`config.mk`:
```
export PLATFORM = sky130hd
export DESIGN_NAME = img_template_capture
export DESIGN_NICKNAME = d
export VERILOG_FILES = /design/src/rtl/img_template_capture.sv
export SDC_FILE = /design/constraint.sdc
export NUM_CORES = 1
export LEC_CHECK = 0
export CAP_MARGIN = 20
export CORE_AREA = 2 2 165 288
export CTS_BUF_LIST = sky130_fd_sc_hd__clkbuf_4
export DETAILED_ROUTE_END_ITERATION = 8
export DIE_AREA = 0 0 167 290
export PLACE_DENSITY = 0.69
export SLEW_MARGIN = 20
export SYNTH_ARGS = -nofsm -noshare
export SYNTH_HDL_FRONTEND = slang
export SYNTH_SLANG_ARGS = --single-unit
export TNS_END_PERCENT = 10
```
`constraint.sdc`:
```
create_clock -name iCLK -period 32.9 [get_ports iCLK]
set_clock_uncertainty 0.2 [all_clocks]
set_input_delay 6.58 -clock iCLK [delete_from_list [all_inputs] [get_ports iCLK]]
set_output_delay 6.58 -clock iCLK [all_outputs]
set_load 0.01 [all_outputs]
```
`src/rtl/img_template_capture.sv`:
```
// Binary 16x16 template capture: each cell is the thresholded mean of a
// 2^HALVING square block from the top-left window of the pixel stream.
module img_template_capture #(
    parameter int unsigned HALVING = 4,
    parameter logic [9:0]  THRESH  = 10'd128,
    parameter logic [9:0]  HI_VAL  = 10'd255,
    parameter logic [9:0]  LO_VAL  = 10'd0
) (
    input  logic        iCLK,
    input  logic        iRST_N,
    input  logic        iSTART,
    input  logic        iDVAL,
    input  logic [12:0] iX,
    input  logic [12:0] iY,
    input  logic [9:0]  iPIX,
    input  logic [7:0]  iRD_ADDR,
    output logic [9:0]  oRD_DATA,
    output logic        oBUSY,
    output logic        oDONE,
    output logic [8:0]  oCELLS
);

    localparam int unsigned ACC_W = 10 + 2 * HALVING;
    localparam logic [12:0] WIN   = 13'(16 << HALVING);

    typedef enum logic [1:0] {IDLE, ARM, CAPTURE, DONE} state_t;

    state_t           state;
    state_t           state_next;
    logic [3:0]       cx;
    logic [3:0]       cy;
    logic             in_win;
    logic             first_px;
    logic             last_px;
    logic             sof;
    logic             take;
    logic             restart;
    logic             wr_en;
    logic [ACC_W-1:0] sum;
    logic [9:0]       mean;
    logic [9:0]       cell_val;
    logic [8:0]       cells_next;
    logic [ACC_W-1:0] acc [16];
    logic [9:0]       mem [256];

    assign cx       = iX[HALVING +: 4];
    assign cy       = iY[HALVING +: 4];
    assign in_win   = (iX < WIN) && (iY < WIN);
    assign first_px = (iX[HALVING-1:0] == '0) && (iY[HALVING-1:0] == '0);
    assign last_px  = (&iX[HALVING-1:0]) && (&iY[HALVING-1:0]);
    assign sof      = iDVAL && (iX == '0) && (iY == '0);

    // Block sum including the closing pixel; mean is its top 10 bits.
    assign sum      = acc[cx] + ACC_W'(iPIX);
    assign mean     = sum[ACC_W-1 -: 10];
    assign cell_val = (mean >= THRESH) ? HI_VAL : LO_VAL;

    always_ff @(posedge iCLK or negedge iRST_N) begin
        if (!iRST_N) state <= IDLE;
        else         state <= state_next;
    end

    always_comb begin
        state_next = state;
        take       = 1'b0;
        restart    = 1'b0;
        case (state)
            IDLE:    if (iSTART) state_next = ARM;
            ARM: begin
                if (sof) begin
                    restart    = 1'b1;
                    take       = 1'b1;
                    state_next = CAPTURE;
                end
            end
            CAPTURE: begin
                restart = sof;
                take    = iDVAL && in_win;
            end
            DONE:    if (iSTART) state_next = ARM;
            default: state_next = IDLE;
        endcase
        wr_en      = take && last_px;
        cells_next = (restart ? 9'd0 : oCELLS) + {8'd0, wr_en};
        if (state == CAPTURE && cells_next == 9'd256) state_next = DONE;
        oBUSY = (state == ARM) || (state == CAPTURE);
        oDONE = (state == DONE);
    end

    always_ff @(posedge iCLK or negedge iRST_N) begin
        if (!iRST_N) begin
            oCELLS <= '0;
            for (int unsigned i = 0; i < 16; i++) acc[i] <= '0;
        end else begin
            oCELLS <= cells_next;
            if (take) acc[cx] <= first_px ? ACC_W'(iPIX) : sum;
        end
    end

    // Template storage is deliberately unreset; only the read register clears.
    always_ff @(posedge iCLK) begin
        if (wr_en) mem[{cy, cx}] <= cell_val;
    end

    always_ff @(posedge iCLK or negedge iRST_N) begin
        if (!iRST_N) oRD_DATA <= '0;
        else         oRD_DATA <= mem[iRD_ADDR];
    end

endmodule
```
==> impl_table.tex, run 1 <==
\begin{tabular}{lr}
\hline
Metric & Value \\
\hline
\multicolumn{2}{l}{\textbf{Run status}} \\
\quad Status & finished, final reports clean \\
\multicolumn{2}{l}{\textbf{STA}} \\
\quad Remaining max-slew budget at the tightest pin & 26.7\% \\
\quad Max Slew Vio Count & 0 \\
\quad Highest achievable clock rate & 79.5 MHz \\
\quad Time the worst path needs with I/O delays and setup & 12590 ps \\
\quad Setup Total Neg Slack & 0 ps \\
\quad Hold violation total from the final report & 0 \\
\quad Least-Margin Pin Slew & 1100 ps \\
\quad Number of endpoints failing setup at the final stage & 0 \\
\quad Setup repair after global routing missed its margin & false \\
\quad Tcrit/Tclk final & 38.3\% \\
\multicolumn{2}{l}{\textbf{Final layout}} \\
\quad Commonest non-fill, non-tap cell in the layout & nand2\_1 \\
\quad Number of nets in the layout & 2223 \\
\quad Final cell count without fillers & 2835 \\
\quad Area growth from synthesis to layout & 10.3\% \\
\quad Layout cell share with drive strength beyond 1 & 17.5\% \\
\quad Commonest cells after routing, fill and taps aside & nand2\_1 (321), nor2\_1 (303), dfrtp\_1 (300), o21ai\_0 (271), edfxtp\_1 (256) \\
\multicolumn{2}{l}{\textbf{Global route}} \\
\quad Vias in the first global route & 18100 \\
\quad Wire length of the first global-routing pass & 100000 microns \\
\quad Largest net degree at the start of global routing & 178 \\
\quad Number of antenna violations at the first check in global routing & 2 \\
\quad Final global-route overflow total & 0 \\
\quad Aggregate global-route resource usage & 27.0\% \\
\multicolumn{2}{l}{\textbf{CTS}} \\
\quad Cell at the root of the clock tree & clkbuf\_4 \\
\quad CTS tree & done \\
\quad Maximum root-to-sink buffer count & 3 \\
\quad Post-CTS Setup Bufs & 0 \\
\quad Cts-stage hold buffer count & 0 \\
\quad Clock transition at the registers of the reported paths & 70 ps \\
\quad \# resized after CTS & 0 \\
\quad Worst skew pair latency & 850 ps \\
\quad Number of levels the H-tree was split into & 3 \\
\quad Clock net sink count & 556 \\
\quad Number of buffers created by CTS & 119 \\
\multicolumn{2}{l}{\textbf{Job}} \\
\quad Reported max-cap violation count & 0 \\
\multicolumn{2}{l}{\textbf{Critical path}} \\
\quad CP Data Required Time & 33210 ps \\
\quad CP startpoint kind & input port \\
\quad Worst path arrival time & 12900 ps \\
\quad Type of the setup path with the least slack & input port to flip-flop \\
\quad Maximum fanout along the worst path & 150 \\
\quad Capturing element type of the critical path & flip-flop \\
\multicolumn{2}{l}{\textbf{Floorplanning}} \\
\quad Total core area & 45900 sq um \\
\quad Horizontal die dimension & 167 microns \\
\quad Number of rows in the core area & 104 \\
\quad Die Area & 48400 sq um \\
\quad Initial Utilization & 54.7\% \\
\quad Top-Level Pins & 69 \\
\quad Die outline height & 290 microns \\
\multicolumn{2}{l}{\textbf{Route}} \\
\quad Vias per cell & 6.01 \\
\quad Antenna Violating Nets Remaining & 0 \\
\quad DRC violation count after routing & 0 \\
\quad Drt wl/cell & 22.5 microns \\
\quad First drt pass iteration count & 6 \\
\quad Via count & 17100 \\
\quad Routed Wire Length & 63800 microns \\
\quad Count of routing violations after the opening detailed-route iteration & 1198 \\
\multicolumn{2}{l}{\textbf{Logic synthesis}} \\
\quad Fraction of the yosys area taken by sequential cells & 60.4\% \\
\quad Area of the mapped netlist & 25100 sq um \\
\quad Most instantiated flip-flop cell in the synthesis netlist & dfrtp\_1 \\
\quad Leading area contributor after synthesis & edfxtp\_1 \\
\quad Area contributors post-synth & edfxtp\_1 (31\%), dfrtp\_1 (30\%), mux4\_2 (11\%), o21ai\_0 (5.4\%), nand2\_1 (4.8\%) \\
\quad Number of enable-type register cells in the synthesized netlist & 256 \\
\quad Number of synthesis warnings & 0 \\
\quad Proportion of netlist area held by the largest area contributor & 30.6\% \\
\quad Async set-reset flop share out of synthesis & 54.0\% \\
\quad Post-synthesis cell count & 2097 \\
\quad Mean area per synthesized cell & 12.0 sq um \\
\quad Count of cell types in the netlist & 63 \\
\quad Synthesized flop and latch total & 556 \\
\multicolumn{2}{l}{\textbf{Power and ir drop}} \\
\quad Total power of the final layout & 1.30 mW \\
\quad Leakage & 10.0 nW \\
\quad Worst voltage drop across the vdd grid & 0.0000356 V \\
\quad Reg power frac & 55.6\% \\
\quad Psw & 295 uW \\
\quad Fraction of power spent switching nets & 22.7\% \\
\quad Clk pwr share & 40.1\% \\
\quad Power per standard cell area & 46.8 nW/um\^{}2 \\
\quad Int Power & 1.00 mW \\
\quad Combinational power share & 4.3\% \\
\multicolumn{2}{l}{\textbf{Place}} \\
\quad Final weighted congestion in routability-driven placement & 0.875 \\
\quad DP Cell Count & 2619 \\
\quad Detailed-placement wirelength estimate & 38900 microns \\
\quad Count of input and output buffers & 66 \\
\multicolumn{2}{l}{\textbf{Hold path}} \\
\quad Class of the worst hold path & flip-flop to flip-flop \\
\hline
\end{tabular}
## logic make-up (layout without fill, tap and decap cells)
family                     count (synthesis)  after routing  synth area share [%]
buffers and inverters                    185            337                  3.32
DFF                                      556            556                  60.4
and+or+nand+nor                          739            739                  12.3
xor gates and xnor gates                  19             19                 0.692
AOI/OAI and AO/OA                        391            391                  8.69
adders and majority gates                 16             16                 0.826
muxes                                    190            190                  13.7
other                                      1              4                0.0149
## registers in the layout (all words and copies together) (netlist names)
signal / count
mem: 256
acc: 288
oCELLS: 9
state: 2
oRD_DATA: 1
## through the flow
step	hold WS (ps)	setup slack [ps]	util (%)	cell area (sq um)
finish	278	20310	60.4	27700
global route	301	19810	60.4	27700
CTS	280	20000	60.3	27700
detailed placement	265	19120	57.0	26200
global placement	255	19290	57.0	26200
floorplan	245	8880	-	25200
## layout make-up
| class | instances | area (sq um) |
|---|---|---|
| Antenna cell | 2 | 5.00 |
| Clock buffer | 177 | 1330 |
| Clock inverter | 35 | 190 |
| Fill cell | 3704 | 18200 |
| Inverter | 16 | 60.1 |
| Multi-Input combinational cell | 1357 | 9230 |
| Sequential cell | 556 | 15200 |
| Tap cell | 583 | 729 |
| Timing Repair Buffer | 109 | 995 |
## metal layers
metal	routed length [microns]	vias up	global-route usage [%]	share of wire [%]
met5	0	-	0	0
met4	2640	0	12.7	4.1
met3	3650	181	3.90	5.7
met2	34900	630	49.9	55
met1	22500	8519	30.6	35
li1	-	7721	-	-
## power by group through the flow
stage	Sequential, mW	Clock [mW]	Combinational (mW)
floorplan	0.737	0	0.0314
global placement	0.737	0	0.0561
detailed placement	0.737	0	0.0565
CTS	0.722	0.530	0.0566
global route	0.722	0.563	0.0606
finish	0.722	0.520	0.0561
## synth_stat cells, drive strengths merged (15+ instances only)
cell type,number
nand2,321
nor2,304
dfrtp,300
o21ai,290
edfxtp,256
mux4,124
clkbuf,122
mux2i,66
buf,47
a21oi,23
nand3,23
o22ai,23
inv,16
ha,15
nor4,15
## worst max-delay path, cell delays in order
cell	delay [ps]
buf_4	570
buf_4	770
mux4_2	600
mux4_2	470
ha_1	270
inv_1	100
fa_1	190
nor2b_1	80
o2111ai_1	240
nand3_1	150
a41oi_1	640
and4b_1	300
a311oi_4	260
buf_4	720
buf_6	710
## path summary, 6_finish.rpt
kind / end / cells after the start / slack (ps) / start
max reg2reg: mem[241][6] / 13 / 27240 / acc[216]
min: acc[222] / 2 / 280 / acc[222]
min in group asynchronous: acc[204] / 1 / 5620 / iRST_N
max in group asynchronous: acc[20] / 2 / 25280 / iRST_N
max: mem[241][6] / 15 / 20310 / iX[4]
min reg2reg: acc[222] / 2 / 280 / acc[222]
(Power assumes the default switching activity.)
==> run 2, diff against run 1 <==
==> constraint.sdc (replaced) <==
create_clock -name iCLK -period 12.1 [get_ports iCLK]
set_clock_uncertainty 0.2 [all_clocks]
set_input_delay 2.42 -clock iCLK [delete_from_list [all_inputs] [get_ports iCLK]]
set_output_delay 2.42 -clock iCLK [all_outputs]
set_load 0.01 [all_outputs]
==> impl_table.tex, run 2 (same netlist as run 1, synthesis figures left out) <==
\begin{tabular}{lr}
\hline
Metric & Value \\
\hline
\multicolumn{2}{l}{\textbf{Critical path}} \\
\quad Standard cell with the maximum stage delay on the critical path & buf\_4 (unchanged) \\
\quad Number of buffer and inverter stages on the critical path & 4 (was 5) \\
\quad Type of the setup path with the least slack & input port to flip-flop (unchanged) \\
\quad Maximum fanout along the worst path & 151 (was 150) \\
\quad Capturing element type of the critical path & flip-flop (unchanged) \\
\quad Kind of cell adding the most delay to the critical path & buffers and inverters (unchanged) \\
\quad CP peak stage delay & 880 ps (was 770 ps) \\
\quad Worst path arrival time & 8010 ps (was 12900 ps) \\
\quad CP startpoint kind & input port (unchanged) \\
\quad CP Data Required Time & 12420 ps (was 33210 ps) \\
\quad Critical-path cell list & buf\_4, buf\_4, mux4\_2, mux4\_2, ha\_1, inv\_1, fa\_1, nor2b\_1, o2111ai\_1, nand3\_1, a41oi\_1, and4b\_1, a311oi\_4, buf\_6 (was buf\_4, buf\_4, mux4\_2, mux4\_2, ha\_1, inv\_1, fa\_1, nor2b\_1, o2111ai\_1, nand3\_1, a41oi\_1, and4b\_1, a311oi\_4, buf\_4, buf\_6) \\
\multicolumn{2}{l}{\textbf{Power and ir drop}} \\
\quad Power per standard cell area & 128 nW/um\^{}2 (was 46.8 nW/um\^{}2) \\
\quad Leakage & 10.1 nW (was 10.0 nW) \\
\quad Worst voltage drop across the vdd grid & 0.000124 V (was 0.0000356 V) \\
\multicolumn{2}{l}{\textbf{Route}} \\
\quad Antenna Violating Nets Remaining & 0 (unchanged) \\
\quad Routed Wire Length & 63800 microns (about the same) \\
\quad First drt pass iteration count & 5 (was 6) \\
\quad DRC violation count after routing & 0 (unchanged) \\
\quad Drt wl/cell & 22.5 microns (about the same) \\
\quad Via count & 17100 (about the same) \\
\quad Count of routing violations after the opening detailed-route iteration & 1403 (was 1198) \\
\quad Vias per cell & 6.02 (was 6.01) \\
\multicolumn{2}{l}{\textbf{CTS}} \\
\quad Clock net sink count & 556 (unchanged) \\
\quad \# resized after CTS & 0 (unchanged) \\
\quad Number of levels the H-tree was split into & 3 (unchanged) \\
\quad Number of buffers created by CTS & 118 (was 119) \\
\quad CTS tree & done (unchanged) \\
\quad Post-CTS Setup Bufs & 0 (unchanged) \\
\quad Worst skew pair latency & 880 ps (was 850 ps) \\
\quad Cts-stage hold buffer count & 0 (unchanged) \\
\quad Clock transition at the registers of the reported paths & 60 ps (was 70 ps) \\
\quad Maximum root-to-sink buffer count & 3 (unchanged) \\
\quad Cell at the root of the clock tree & clkbuf\_4 (unchanged) \\
\multicolumn{2}{l}{\textbf{Final layout}} \\
\quad Commonest cells after routing, fill and taps aside & nand2\_1 (321), nor2\_1 (303), dfrtp\_1 (300), o21ai\_0 (270), edfxtp\_1 (256) (was nand2\_1 (321), nor2\_1 (303), dfrtp\_1 (300), o21ai\_0 (271), edfxtp\_1 (256)) \\
\quad Layout cell share with drive strength beyond 1 & 17.6\% (was 17.5\%) \\
\quad Design area & 27800 sq um (was 27700 sq um) \\
\quad Number of nets in the layout & 2223 (unchanged) \\
\quad Largest regs & acc: 288 flops, mem: 256 flops, oCELLS: 9 flops (unchanged) \\
\quad Number of flip-flops under the largest register name & 288 (unchanged) \\
\quad Area growth from synthesis to layout & 10.5\% (was 10.3\%) \\
\quad Commonest non-fill, non-tap cell in the layout & nand2\_1 (unchanged) \\
\quad Most flops, register & acc (unchanged) \\
\multicolumn{2}{l}{\textbf{STA}} \\
\quad Number of endpoints failing setup at the final stage & 0 (unchanged) \\
\quad Hold violation total from the final report & 0 (unchanged) \\
\quad Setup repair after global routing missed its margin & false (unchanged) \\
\quad Time the worst path needs with I/O delays and setup & 7690 ps \\
\quad Setup Total Neg Slack & 0 ps (unchanged) \\
\quad Highest achievable clock rate & 130 MHz \\
\quad Tcrit/Tclk final & 63.6\% \\
\quad Remaining max-slew budget at the tightest pin & 19.7\% (was 26.7\%) \\
\quad Max Slew Vio Count & 0 (unchanged) \\
\quad Least-Margin Pin Slew & 1200 ps (was 1100 ps) \\
\multicolumn{2}{l}{\textbf{Place}} \\
\quad Count of input and output buffers & 66 (unchanged) \\
\quad Placed cell areas & 26200 sq um (unchanged) \\
\quad Detailed-placement wirelength estimate & 39000 microns (was 38900 microns) \\
\quad Final weighted congestion in routability-driven placement & 0.876 (was 0.875) \\
\multicolumn{2}{l}{\textbf{Global route}} \\
\quad Vias in the first global route & 17800 (was 18100) \\
\quad Number of antenna violations at the first check in global routing & 2 (unchanged) \\
\quad Wire length of the first global-routing pass & 99300 microns (was 100000 microns) \\
\quad Largest net degree at the start of global routing & 199 (was 178) \\
\quad Aggregate global-route resource usage & 26.8\% (was 27.0\%) \\
\quad Final global-route overflow total & 0 (unchanged) \\
\quad Most crowded layer after global routing & met2 (unchanged) \\
\quad Met3 Resource Use GR & 4.49\% (was 3.90\%) \\
\quad Met1 layer usage reported by global route & 30.1\% (was 30.6\%) \\
\quad M2 GR Usage & 49.1\% (was 49.9\%) \\
\multicolumn{2}{l}{\textbf{Job}} \\
\quad Reported max-cap violation count & 0 (unchanged) \\
\multicolumn{2}{l}{\textbf{Floorplanning}} \\
\quad Number of rows in the core area & 104 (unchanged) \\
\quad Initial Utilization & 54.7\% (unchanged) \\
\quad Die outline height & 290 microns (unchanged) \\
\quad Die Area & 48400 sq um (unchanged) \\
\quad Horizontal die dimension & 167 microns (unchanged) \\
\quad Total core area & 45900 sq um (unchanged) \\
\quad Top-Level Pins & 69 (unchanged) \\
\multicolumn{2}{l}{\textbf{Hold path}} \\
\quad Class of the worst hold path & flip-flop to flip-flop (unchanged) \\
\multicolumn{2}{l}{\textbf{Run status}} \\
\quad Status & finished, final reports clean (unchanged) \\
\hline
\end{tabular}
## run 2: changes by cell type in the layout (fill, tap and decap cells not counted), sizes merged
cell,before,now
diode,2,3
bufinv,2,3
buf,46,49
clkinv,32,29
clkbuf,179,180
## run 2: path summary, 6_finish.rpt
check                              endpoint     from  slack, ps  cells after the start
worst max-delay path            mem[251][6]    iX[4]       4410                     14
worst min-delay path                 acc[7]   acc[7]        270                      2
worst max register to register  mem[251][6]  acc[54]       7180                     12
worst min register to register       acc[7]   acc[7]        270                      2
max in group asynchronous         oCELLS[4]   iRST_N       8680                      3
min in group asynchronous          acc[222]   iRST_N       1400                      1
## run 2: routing by layer
| layer | share of wire, % | wire, microns |
|---|---|---|
| met5 | 0 | 0 |
| met4 | 3.9 | 2510 |
| met3 | 5.5 | 3510 |
| met2 | 55 | 35000 |
| met1 | 36 | 22800 |
## run 2: tightest hold or removal path, cell delays in order, from the launching register on
cell     delay, ps
dfrtp_1        340
nand2_1         60
o21ai_2         50
## run 2: where the power goes
part           internal [mW]  switching, mW  total (mW)
Combinational         0.0574         0.0957       0.153
Sequential              1.96        0.00120        1.96
Clock                  0.738          0.706        1.44
Total                   2.76          0.803        3.56
## run 2: stage by stage
stage / total power, mW / std cells / setup slack [ps] / hold WS, ps / utilization [%]
global route: 3.69 / 2838 / 4000 / 295 / 60.5
finish: 3.56 / 2838 / 4410 / 272 / 60.5
CTS: 3.59 / 2834 / 4160 / 277 / 60.4
global placement: 2.15 / 2621 / 3380 / 256 / 57.0
floorplan: 2.09 / 2098 / 1030 / 245 / -
detailed placement: 2.16 / 2621 / 3270 / 261 / 57.0
## run 2: final cells by class
type	count	area (sq um)
tap	583	729
multi-input combinational	1357	9210
inverter	16	60.1
clock inverter	33	206
timing repair buffer	110	1020
fill	3655	18200
clock buffer	180	1350
antenna	3	7.51
sequential	556	15200
